===== config.mk =====
export PLATFORM = sky130hd
export DESIGN_NAME = residu
export DESIGN_NICKNAME = d
export VERILOG_FILES = /design/src/rtl/residu_pkg.sv /design/src/rtl/residu.sv
export SDC_FILE = /design/constraint.sdc
export NUM_CORES = 1
export LEC_CHECK = 0
export ABC_AREA = 1
export CORE_AREA = 2 2 177 179
export DETAILED_ROUTE_END_ITERATION = 16
export DIE_AREA = 0 0 179 181
export HOLD_SLACK_MARGIN = 0.02
export PLACE_DENSITY = 0.6
export SYNTH_ARGS = -nofsm -noshare
export SYNTH_HDL_FRONTEND = slang
export SYNTH_SLANG_ARGS = --single-unit

===== constraint.sdc =====
create_clock -name clk -period 2.52 [get_ports clk]
set_input_delay 0.252 -clock clk [delete_from_list [all_inputs] [get_ports clk]]
set_output_delay 0.252 -clock clk [all_outputs]
set_load 0.03 [all_outputs]

===== src/rtl/residu_pkg.sv =====
`default_nettype none
// ============================================================================
// Module      : residu_pkg
// Description : Shared constants and state encoding for the residu LP
//               analysis (inverse) filter.
// Revision    : 1.0  initial release
// ============================================================================
package residu_pkg;

    // Subframe length and LP order defaults
    localparam int c_SUBFRAME_LEN = 40;
    localparam int c_LP_ORDER     = 10;

    // Post-accumulation scaling and rounding applied to every sample
    localparam logic [15:0] c_SHL_COUNT   = 16'd3;
    localparam logic [31:0] c_ROUND_CONST = 32'h0000_8000;

    // Width of the in-block index used to form scratch-memory addresses
    localparam int c_IDX_W = 6;

    // Controller state encoding
    typedef enum logic [3:0] {
        S_INIT  = 4'd0,
        S_N_CHK = 4'd1,
        S_LD_X0 = 4'd2,
        S_MULT  = 4'd3,
        S_J_CHK = 4'd4,
        S_LD_A  = 4'd5,
        S_MAC   = 4'd6,
        S_SHL1  = 4'd7,
        S_SHL2  = 4'd8,
        S_ROUND = 4'd9,
        S_INC   = 4'd10
    } state_t;

endpackage : residu_pkg
`default_nettype wire


===== src/rtl/residu.sv =====
`default_nettype none
// ============================================================================
// Module      : residu
// Description : LP analysis filter. Computes one subframe of residual
//               y[n] = sum_{j=0..M} a[j]*x[n-j] using the external shared
//               L_mult / L_mac / L_shl / L_add units and a scratch memory
//               with one-cycle read latency. All arithmetic (including the
//               loop counter increments) goes through the shared units.
// Revision    : 1.0  initial release
// ============================================================================
module residu
    import residu_pkg::*;
#(
    parameter int L = c_SUBFRAME_LEN,
    parameter int M = c_LP_ORDER
) (
    input  logic        clk,
    input  logic        reset,
    input  logic        start,
    output logic        done,
    input  logic [10:0] xAddr,
    input  logic [10:0] aAddr,
    input  logic [10:0] yAddr,
    input  logic [31:0] memIn,
    output logic [10:0] memWriteAddr,
    output logic        memWriteEn,
    output logic [31:0] memOut,
    output logic [15:0] L_multOutA,
    output logic [15:0] L_multOutB,
    input  logic [31:0] L_multIn,
    output logic [15:0] L_macOutA,
    output logic [15:0] L_macOutB,
    output logic [31:0] L_macOutC,
    input  logic [31:0] L_macIn,
    output logic [31:0] L_addOutA,
    output logic [31:0] L_addOutB,
    input  logic [31:0] L_addIn,
    output logic [31:0] L_shlOutVar1,
    output logic [15:0] L_shlNumShiftOut,
    output logic        L_shlReady,
    input  logic [31:0] L_shlIn,
    input  logic        L_shlDone
);

    // ------------------------------------------------------------------
    // State and datapath registers
    // ------------------------------------------------------------------
    state_t              r_state;
    logic [31:0]         r_s;       // running accumulator
    logic [15:0]         r_x0;      // x[n] held for the initial L_mult
    logic [15:0]         r_a;       // a[j] held for the following L_mac
    logic [c_IDX_W-1:0]  r_n;       // sample index
    logic [3:0]          r_j;       // tap index

    state_t              w_stateNext;
    logic [31:0]         w_sNext;
    logic [15:0]         w_x0Next;
    logic [15:0]         w_aNext;
    logic [c_IDX_W-1:0]  w_nNext;
    logic [3:0]          w_jNext;

    // Index of x[n] and x[n-j] inside the x block: x[k] sits at M+k, so
    // these never go negative for n >= 0 and j <= M.
    logic [c_IDX_W-1:0]  w_idxXn;
    logic [c_IDX_W-1:0]  w_idxXnj;
    logic                w_nAtEnd;
    logic                w_jPastEnd;

    // Address low bits and the upper memory word are intentionally ignored
    logic                w_unused;

    assign w_idxXn    = c_IDX_W'(M) + r_n;
    assign w_idxXnj   = c_IDX_W'(M) + r_n - {2'b00, r_j};
    assign w_nAtEnd   = (r_n >= c_IDX_W'(L));
    assign w_jPastEnd = (r_j > 4'(M));
    assign w_unused   = ^{xAddr[5:0], aAddr[5:0], yAddr[5:0], memIn[31:16]};

    // State and datapath register update; reset returns straight to INIT
    always_ff @(posedge clk or posedge reset) begin
        if (reset) begin
            r_state <= S_INIT;
            r_s     <= '0;
            r_x0    <= '0;
            r_a     <= '0;
            r_n     <= '0;
            r_j     <= '0;
        end else begin
            r_state <= w_stateNext;
            r_s     <= w_sNext;
            r_x0    <= w_x0Next;
            r_a     <= w_aNext;
            r_n     <= w_nNext;
            r_j     <= w_jNext;
        end
    end

    // Next-state, next register values and all outputs from current state
    always_comb begin
        w_stateNext      = r_state;
        w_sNext          = r_s;
        w_x0Next         = r_x0;
        w_aNext          = r_a;
        w_nNext          = r_n;
        w_jNext          = r_j;

        done             = 1'b0;
        memWriteAddr     = '0;
        memWriteEn       = 1'b0;
        memOut           = '0;
        L_multOutA       = '0;
        L_multOutB       = '0;
        L_macOutA        = '0;
        L_macOutB        = '0;
        L_macOutC        = '0;
        L_addOutA        = '0;
        L_addOutB        = '0;
        L_shlOutVar1     = '0;
        L_shlNumShiftOut = '0;
        L_shlReady       = 1'b0;

        case (r_state)
            S_INIT: begin
                w_nNext = '0;
                w_jNext = '0;
                if (start) begin
                    w_stateNext = S_N_CHK;
                end
            end

            S_N_CHK: begin
                if (w_nAtEnd) begin
                    done        = 1'b1;
                    w_stateNext = S_INIT;
                end else begin
                    memWriteAddr = {xAddr[10:6], w_idxXn};
                    w_stateNext  = S_LD_X0;
                end
            end

            S_LD_X0: begin
                w_x0Next     = memIn[15:0];
                memWriteAddr = {aAddr[10:6], 6'd0};
                w_stateNext  = S_MULT;
            end

            S_MULT: begin
                // memIn carries a[0] this cycle
                L_multOutA  = r_x0;
                L_multOutB  = memIn[15:0];
                w_sNext     = L_multIn;
                w_jNext     = 4'd1;
                w_stateNext = S_J_CHK;
            end

            S_J_CHK: begin
                if (w_jPastEnd) begin
                    w_stateNext = S_SHL1;
                end else begin
                    memWriteAddr = {aAddr[10:6], 2'b00, r_j};
                    w_stateNext  = S_LD_A;
                end
            end

            S_LD_A: begin
                w_aNext      = memIn[15:0];
                memWriteAddr = {xAddr[10:6], w_idxXnj};
                w_stateNext  = S_MAC;
            end

            S_MAC: begin
                // memIn carries x[n-j]; L_add is free here for j++
                L_macOutA   = r_a;
                L_macOutB   = memIn[15:0];
                L_macOutC   = r_s;
                w_sNext     = L_macIn;
                L_addOutA   = {28'd0, r_j};
                L_addOutB   = 32'd1;
                w_jNext     = L_addIn[3:0];
                w_stateNext = S_J_CHK;
            end

            S_SHL1: begin
                L_shlReady       = 1'b1;
                L_shlOutVar1     = r_s;
                L_shlNumShiftOut = c_SHL_COUNT;
                w_stateNext      = S_SHL2;
            end

            S_SHL2: begin
                // Operands held stable while the shared shifter finishes
                L_shlOutVar1     = r_s;
                L_shlNumShiftOut = c_SHL_COUNT;
                if (L_shlDone) begin
                    w_sNext     = L_shlIn;
                    w_stateNext = S_ROUND;
                end
            end

            S_ROUND: begin
                L_addOutA    = r_s;
                L_addOutB    = c_ROUND_CONST;
                memWriteAddr = {yAddr[10:6], r_n};
                memWriteEn   = 1'b1;
                memOut       = {{16{L_addIn[31]}}, L_addIn[31:16]};
                w_stateNext  = S_INC;
            end

            S_INC: begin
                L_addOutA   = {26'd0, r_n};
                L_addOutB   = 32'd1;
                w_nNext     = L_addIn[c_IDX_W-1:0];
                w_stateNext = S_N_CHK;
            end

            default: begin
                w_stateNext = S_INIT;
            end
        endcase
    end

endmodule : residu
`default_nettype wire


==> results of run 1 <==
state kept, by name, summed over array words and instances (netlist names):
| name | flops |
|---|---|
| r_s | 32 |
| r_a | 16 |
| r_x0 | 16 |
| r_n | 6 |
| r_j | 4 |
| r_state | 4 |
through the flow:
step           hold slack (ns)  util, %
6_report                 0.268     32.6
5_1_grt                  0.303     32.6
4_1_cts                  0.281     32.3
3_5_place_dp             0.465     31.4
3_3_place_gp             0.463     31.4
2_1_floorplan            0.373        -
routing by layer:
layer	wire length [microns]	global-route usage, %	part of all wire (%)	vias to the layer above
met3	2120	4.19	8.5	17
li1	-	-	-	3311
met2	12800	27.7	51	300
met5	0	0	0	-
met4	282	3.19	1.1	0
met1	9720	16.5	39	3016
Yosys cell counts (all sizes together) (2+ instances only):
cell type | count | area share, %
nor2 | 185 | 12
ha | 5 | 1.1
a21oi | 5 | 0.44
o22ai | 12 | 1.4
clkbuf | 12 | 0.79
nand4 | 2 | 0.22
inv | 133 | 8.8
nand2 | 287 | 19
o211ai | 2 | 0.26
dfrtp | 78 | 34
a22oi | 3 | 0.40
o21ai | 39 | 3.4
buf | 92 | 11
o221ai | 5 | 0.77
nand3 | 49 | 4.4
power breakdown:
| part | switching (mW) | total (mW) | internal (mW) |
|---|---|---|---|
| Clock | 0.547 | 1.36 | 0.818 |
| Combinational | 3.48 | 5.41 | 1.92 |
| Sequential | 0.338 | 2.18 | 1.84 |
cell type report:
type,count,area share [%]
repair buffers,382,39.0
flip-flops and latches,78,19.7
multi-input cells,644,28.2
clock buffers,12,2.59
inverters,133,5.08
clock inverters,3,0.443
well taps,396,5.01
timing repair:
action / in CTS / in global routing
gates resized for setup: 38 / 29
endpoints found under the hold margin: 0 / 0
pin swaps: 0 / 1
endpoints found under the setup margin: 40 / 38
buffers inserted: 1 / 2
hold buffers: 0 / 0
critical path, cell delays in order, from the launching register on:
cell	delay, ns
dfrtp_1	0.42
nor2_2	0.21
nand3_2	0.17
buf_12	0.21
nor2_1	0.11
clkdlybuf4s50_1	0.68
worst min-delay path by stage:
| stage | cells after the start | end |
|---|---|---|
| after floorplan | 2 | r_n[4] |
| after global placement | 2 | r_s[8] |
| after detailed placement | 2 | r_s[7] |
| after CTS | 2 | r_s[31] |
| after global routing | 2 | r_s[31] |
| final | 2 | r_s[31] |
kinds of logic after synthesis:
group / after synthesis / synth area share, %
xor gates and xnor gates: 1 / 0.154
adders and majority gates: 6 / 1.46
and+or+nand+nor: 525 / 36.3
other: 1 / 0.0661
DFF: 78 / 34.4
AOI/OAI and AO/OA: 68 / 7.01
buffers and inverters: 237 / 20.6
==> flow_metrics.env, run 1 <==
export IMPL_final_cell_mix="283 x nand2_1, 180 x nor2_1, 172 x clkdlybuf4s50_1"
export IMPL_finalWorstSetupSlack_ns=0.105
export IMPL_clockRootBuffer="clkbuf_16"
export IMPL_seq_area_sq_mm=0.00195
export IMPL_reg2reg_from="r_state[1]"
export IMPL_drt_antenna_violating_nets=0
export IMPL_numClockSinks=78
export IMPL_wirelength_microns=25000
export IMPL_yosysSeqAreaShare_pct=34.4
export IMPL_crit_type="register to primary output"
export IMPL_yosysWarnings=0
export IMPL_setup_viol=0
export IMPL_dp_hpwl_microns=19400
export IMPL_grt_max_degree=51
export IMPL_irDropWorstVdd_mv=0.314
export IMPL_tritoncts="yes"
export IMPL_crit_fanout=33
export IMPL_port_buffers=362
export IMPL_dpl_instance_area_sq_mm=0.00952
export IMPL_die_y_microns=181
export IMPL_post_place_ws_ns=0.336
export IMPL_cp_end_kind="primary output"
export IMPL_place_gp_congestion=0.857
export IMPL_hold_violations=0
export IMPL_htreeDepth=3
export IMPL_drt_initial_drc_count=302
export IMPL_grt_pass1_wl_microns=36700
export IMPL_drive_gt1_share_pct=15.7
export IMPL_outcome="complete, no violations"
export IMPL_syn2layout_area_growth_pct=74.3
export IMPL_worstRegToRegCells=9
export IMPL_final_common_cell="nand2_1"
export IMPL_r2r_slack_ns=0.59
export IMPL_final_nets=1451
export IMPL_p_total_mw=8.95
export IMPL_slew_headroom_pct=56.0
export IMPL_syn_area_per_cell_sq_um=6.20
export IMPL_drtPass1Iterations=4
export IMPL_grt_antenna_before_repair=0
export IMPL_dieArea_sq_mm=0.0324
export IMPL_via_per_inst=4.03
export IMPL_core_sq_mm=0.0303
export IMPL_die_x_microns=179
export IMPL_grt_overflow=0
export IMPL_n_antenna_cell=0
export IMPL_clk_pin_slew_worst_paths_ns=0.06
export IMPL_netlist_area_sq_mm=0.00568
export IMPL_grt_pass1_vias=6429
export IMPL_routedWlPerCell_microns=15.1
export IMPL_multi_input_area_sq_mm=0.00279
export IMPL_setup_worst_path_start="r_state[3]"
export IMPL_rows=64
export IMPL_io_pins=451
export IMPL_final_cells=1648
export IMPL_start_util_pct=18.7
export IMPL_max_freq_mhz=414
export IMPL_cap_violations=0
export IMPL_synth_edf_count=0
export IMPL_cp_required_ns=2.27
export IMPL_num_vias=6644
export IMPL_arrival_ns=2.16
export IMPL_rsz0062_at_grt="yes"
export IMPL_tns_ns=0
export IMPL_ys_seq_elements=78
export IMPL_r2r_end="r_s[30]"
export IMPL_cts_buffers_inserted=9
export IMPL_drc=0
export IMPL_powerDensity_mw_per_mm2=905
export IMPL_timing_final_crit_share_pct=95.8
export IMPL_syn_inst=916
export IMPL_timing_worst_slew_pin_value_ns=0.659
export IMPL_critPathLaunchType="register"
export IMPL_place_inst=1630
export IMPL_n_fill_cell=3262
export IMPL_synthArstFlopShare_pct=100
export IMPL_crit_path_end="L_multOutB[8]"
export IMPL_fin_crit_ns=2.42
export IMPL_final_cell_area_sq_mm=0.00989
export IMPL_p_leak_nw=5.41
export IMPL_clock_skew_ns=0.00940
export IMPL_maxSlewViolCount=0
export IMPL_synth_ff_type="dfrtp_1"
export IMPL_grt_use_total_pct=14.9
export IMPL_clk_latency_ns=0.34
export IMPL_hold_path_class="input pin to asynchronous set/reset pin"
export IMPL_cts_max_path_buffers=2
export IMPL_ys_types=30
Note: power is estimated with default switching activity, not from simulation.
==> run 2, diff against run 1 <==
- CTS_CLUSTER_DIAMETER: unset -> 120
==> results of run 2 <==
Same layout as run 1: the final DEF is identical, and so are final timing and power.
==> run 3, diff against run 2 <==
- CORE_AREA: 2 2 177 179 -> 2 2 175 177
- DIE_AREA: 0 0 179 181 -> 0 0 177 179
- PLACE_DENSITY: 0.6 -> 0.63
- SETUP_SLACK_MARGIN: unset -> 0.2
- clock period: 2.52 -> 2.1 ns (I/O delays scaled with it)
==> run 3 against run 2 <==
  * The flow now finishes with violations (setup timing)
  * Combinational power grew 130%
  * Core utilization grew 16 points
  * Largest power group unchanged
  * Clock skew grew 0.0028 ns
  * Non-clock buffer count grew 153
  * Design area grew 49%
  * Cell count grew 9.8%
  * Highest routed layer unchanged
  * Via count grew 20%
  * Total power grew 86%
  * Routed wire length grew 43%
==> flow_metrics.env, run 3 (synthesis results as in run 1) <==
export IMPL_crit_buf_inv=2
export IMPL_grt_use_total_pct=19.0
export IMPL_regMostFlops="r_s"
export IMPL_crit_type="register to primary output"
export IMPL_tns_ns=-2.59
export IMPL_wirelength_microns=35800
export IMPL_cp_end_kind="primary output"
export IMPL_p_leak_nw=6.86
export IMPL_cts_max_path_buffers=2
export IMPL_drtPass1Iterations=4
export IMPL_start_util_pct=18.9
export IMPL_num_vias=7969
export IMPL_clk_pin_slew_worst_paths_ns=0.07
export IMPL_n_fill_cell=2633
export IMPL_drt_initial_drc_count=437
export IMPL_largestRegisters="r_s: 32 flops, r_a: 16 flops, r_x0: 16 flops"
export IMPL_dpl_instance_area_sq_mm=0.00923
export IMPL_timing_worst_slew_pin_value_ns=0.572
export IMPL_setup_viol=75
export IMPL_critical_path_slowest_cell="dfrtp_1"
export IMPL_met2WireLength_microns=19200
export IMPL_via_per_inst=4.41
export IMPL_hold_violations=0
export IMPL_dp_hpwl_microns=17800
export IMPL_crit_fanout=4
export IMPL_rsz0062_at_grt="yes"
export IMPL_grt_pass1_wl_microns=45100
export IMPL_hold_path_class="input pin to asynchronous set/reset pin"
export IMPL_final_util_pct=49.1
export IMPL_final_cell_area_sq_mm=0.0147
export IMPL_cap_violations=0
export IMPL_clockRootBuffer="clkbuf_16"
export IMPL_routedWlPerCell_microns=19.8
export IMPL_dieArea_sq_mm=0.0317
export IMPL_critPathLaunchType="register"
export IMPL_cts_buffers_inserted=9
export IMPL_drc=0
export IMPL_port_buffers=362
export IMPL_powerDensity_mw_per_mm2=1130
export IMPL_place_gp_congestion=0.819
export IMPL_clk_latency_ns=0.35
export IMPL_drive_gt1_share_pct=51.9
export IMPL_drt_antenna_violating_nets=0
export IMPL_grt_overflow=0
export IMPL_cp_required_ns=1.89
export IMPL_io_pins=451
export IMPL_die_x_microns=177
export IMPL_grt_pass1_vias=7711
export IMPL_maxSlewViolCount=0
export IMPL_final_nets=1611
export IMPL_met1_length_microns=13300
export IMPL_grt_antenna_before_repair=0
export IMPL_core_sq_mm=0.0300
export IMPL_timing_final_crit_share_pct=107
export IMPL_rows=64
export IMPL_numClockSinks=78
export IMPL_outcome="finished with violations"
export IMPL_irDropWorstVdd_mv=0.482
export IMPL_htreeDepth=3
export IMPL_tritoncts="yes"
export IMPL_grt_max_degree=42
export IMPL_crit_family="adder cells"
export IMPL_final_cell_mix="226 x buf_6, 223 x nand2_1, 179 x nor2_4"
export IMPL_clock_skew_ns=0.0122
export IMPL_crit_chain="ha_4 > inv_4 > nand2_4 > nand2_4 > ha_4 > nand2_2 > o21ai_2 > a21oi_2 > o21ai_1 > nand2_1 > buf_6"
export IMPL_slew_headroom_pct=61.9
export IMPL_p_total_mw=16.7
export IMPL_final_common_cell="buf_6"
export IMPL_wl_met3_microns=1960
export IMPL_fin_crit_ns=2.25
export IMPL_finalWorstSetupSlack_ns=-0.146
export IMPL_violations="setup timing"
export IMPL_max_stage_delay_ns=0.41
export IMPL_largest_reg_flops=32
export IMPL_syn2layout_area_growth_pct=160
export IMPL_fin_hold_ws_ns=0.393
export IMPL_arrival_ns=2.04
export IMPL_n_antenna_cell=0
export IMPL_dr_max_layer_used="met4"
export IMPL_max_freq_mhz=445
export IMPL_die_y_microns=179
## run 3: cell types whose count changed in the layout (fill, tap and decap cells not counted), moves of 17 or more
cell             previous run  this run
nand2_4                     1        39
buf_16                      0        21
nand3_1                    48         8
buf_4                     122        67
nor2_4                      1       179
nand2_2                     3        21
clkdlybuf4s50_1           172       152
buf_6                       0       226
dlymetal6s2s_1             17         0
nand3_2                     1        39
nand2_1                   283       223
dlygate4sd2_1              37         0
nor2_1                    180         4
## run 3: power breakdown
part,switching (mW),internal (mW)
sequential,0.455,2.21
combinational,7.10,5.19
clock,0.758,0.938
## run 3: layout make-up
type | instances | area [sq um] | share of cell area (%)
inverters | 133 | 567 | 3.85
well taps | 396 | 495 | 3.36
clock buffers | 9 | 225 | 1.53
flip-flops and latches | 78 | 1960 | 13.3
multi-input cells | 646 | 4900 | 33.3
repair buffers | 535 | 6440 | 43.7
repair inverters | 5 | 70.1 | 0.475
clock inverters | 7 | 80.1 | 0.543
## run 3: final timing paths
path / from / endpoint / slack, ns / cells after the start
worst max-delay path: r_n[1] / memWriteAddr[4] / -0.15 / 11
worst min-delay path: reset / r_j[1] / 0.39 / 3
worst max register to register: r_state[2] / r_s[18] / 0.08 / 16
worst min register to register: r_s[20] / r_s[20] / 0.48 / 2
max in group asynchronous: reset / r_s[29] / 1.29 / 3
min in group clk: memIn[3] / r_x0[3] / 0.46 / 3
## run 3: routing by layer
metal  track usage, %  up-vias
met5                0        -
li1                 -     3656
met3             3.39       83
met2             34.3      382
met1             22.0     3848
met4             8.09        0
## run 3: worst min-delay path: stages
cell and delay, ns:
clkdlybuf4s50_1 0.45, clkinvlp_4 0.10, buf_4 0.43
## run 3: repair_timing
item,CTS,global route
hold buffers,0,0
endpoints found under the setup margin,185,242
pin swaps,33,107
gates cloned,24,9
setup buffers,77,46
gates resized for setup,538,370
## run 3: through the flow
| stage | std cells | setup WS, ns |
|---|---|---|
| floorplan | 959 | 0.207 |
| global placement | 1637 | 0.101 |
| detailed placement | 1637 | 0.0479 |
| CTS | 1754 | -0.157 |
| global route | 1809 | -0.241 |
| finish | 1809 | -0.146 |
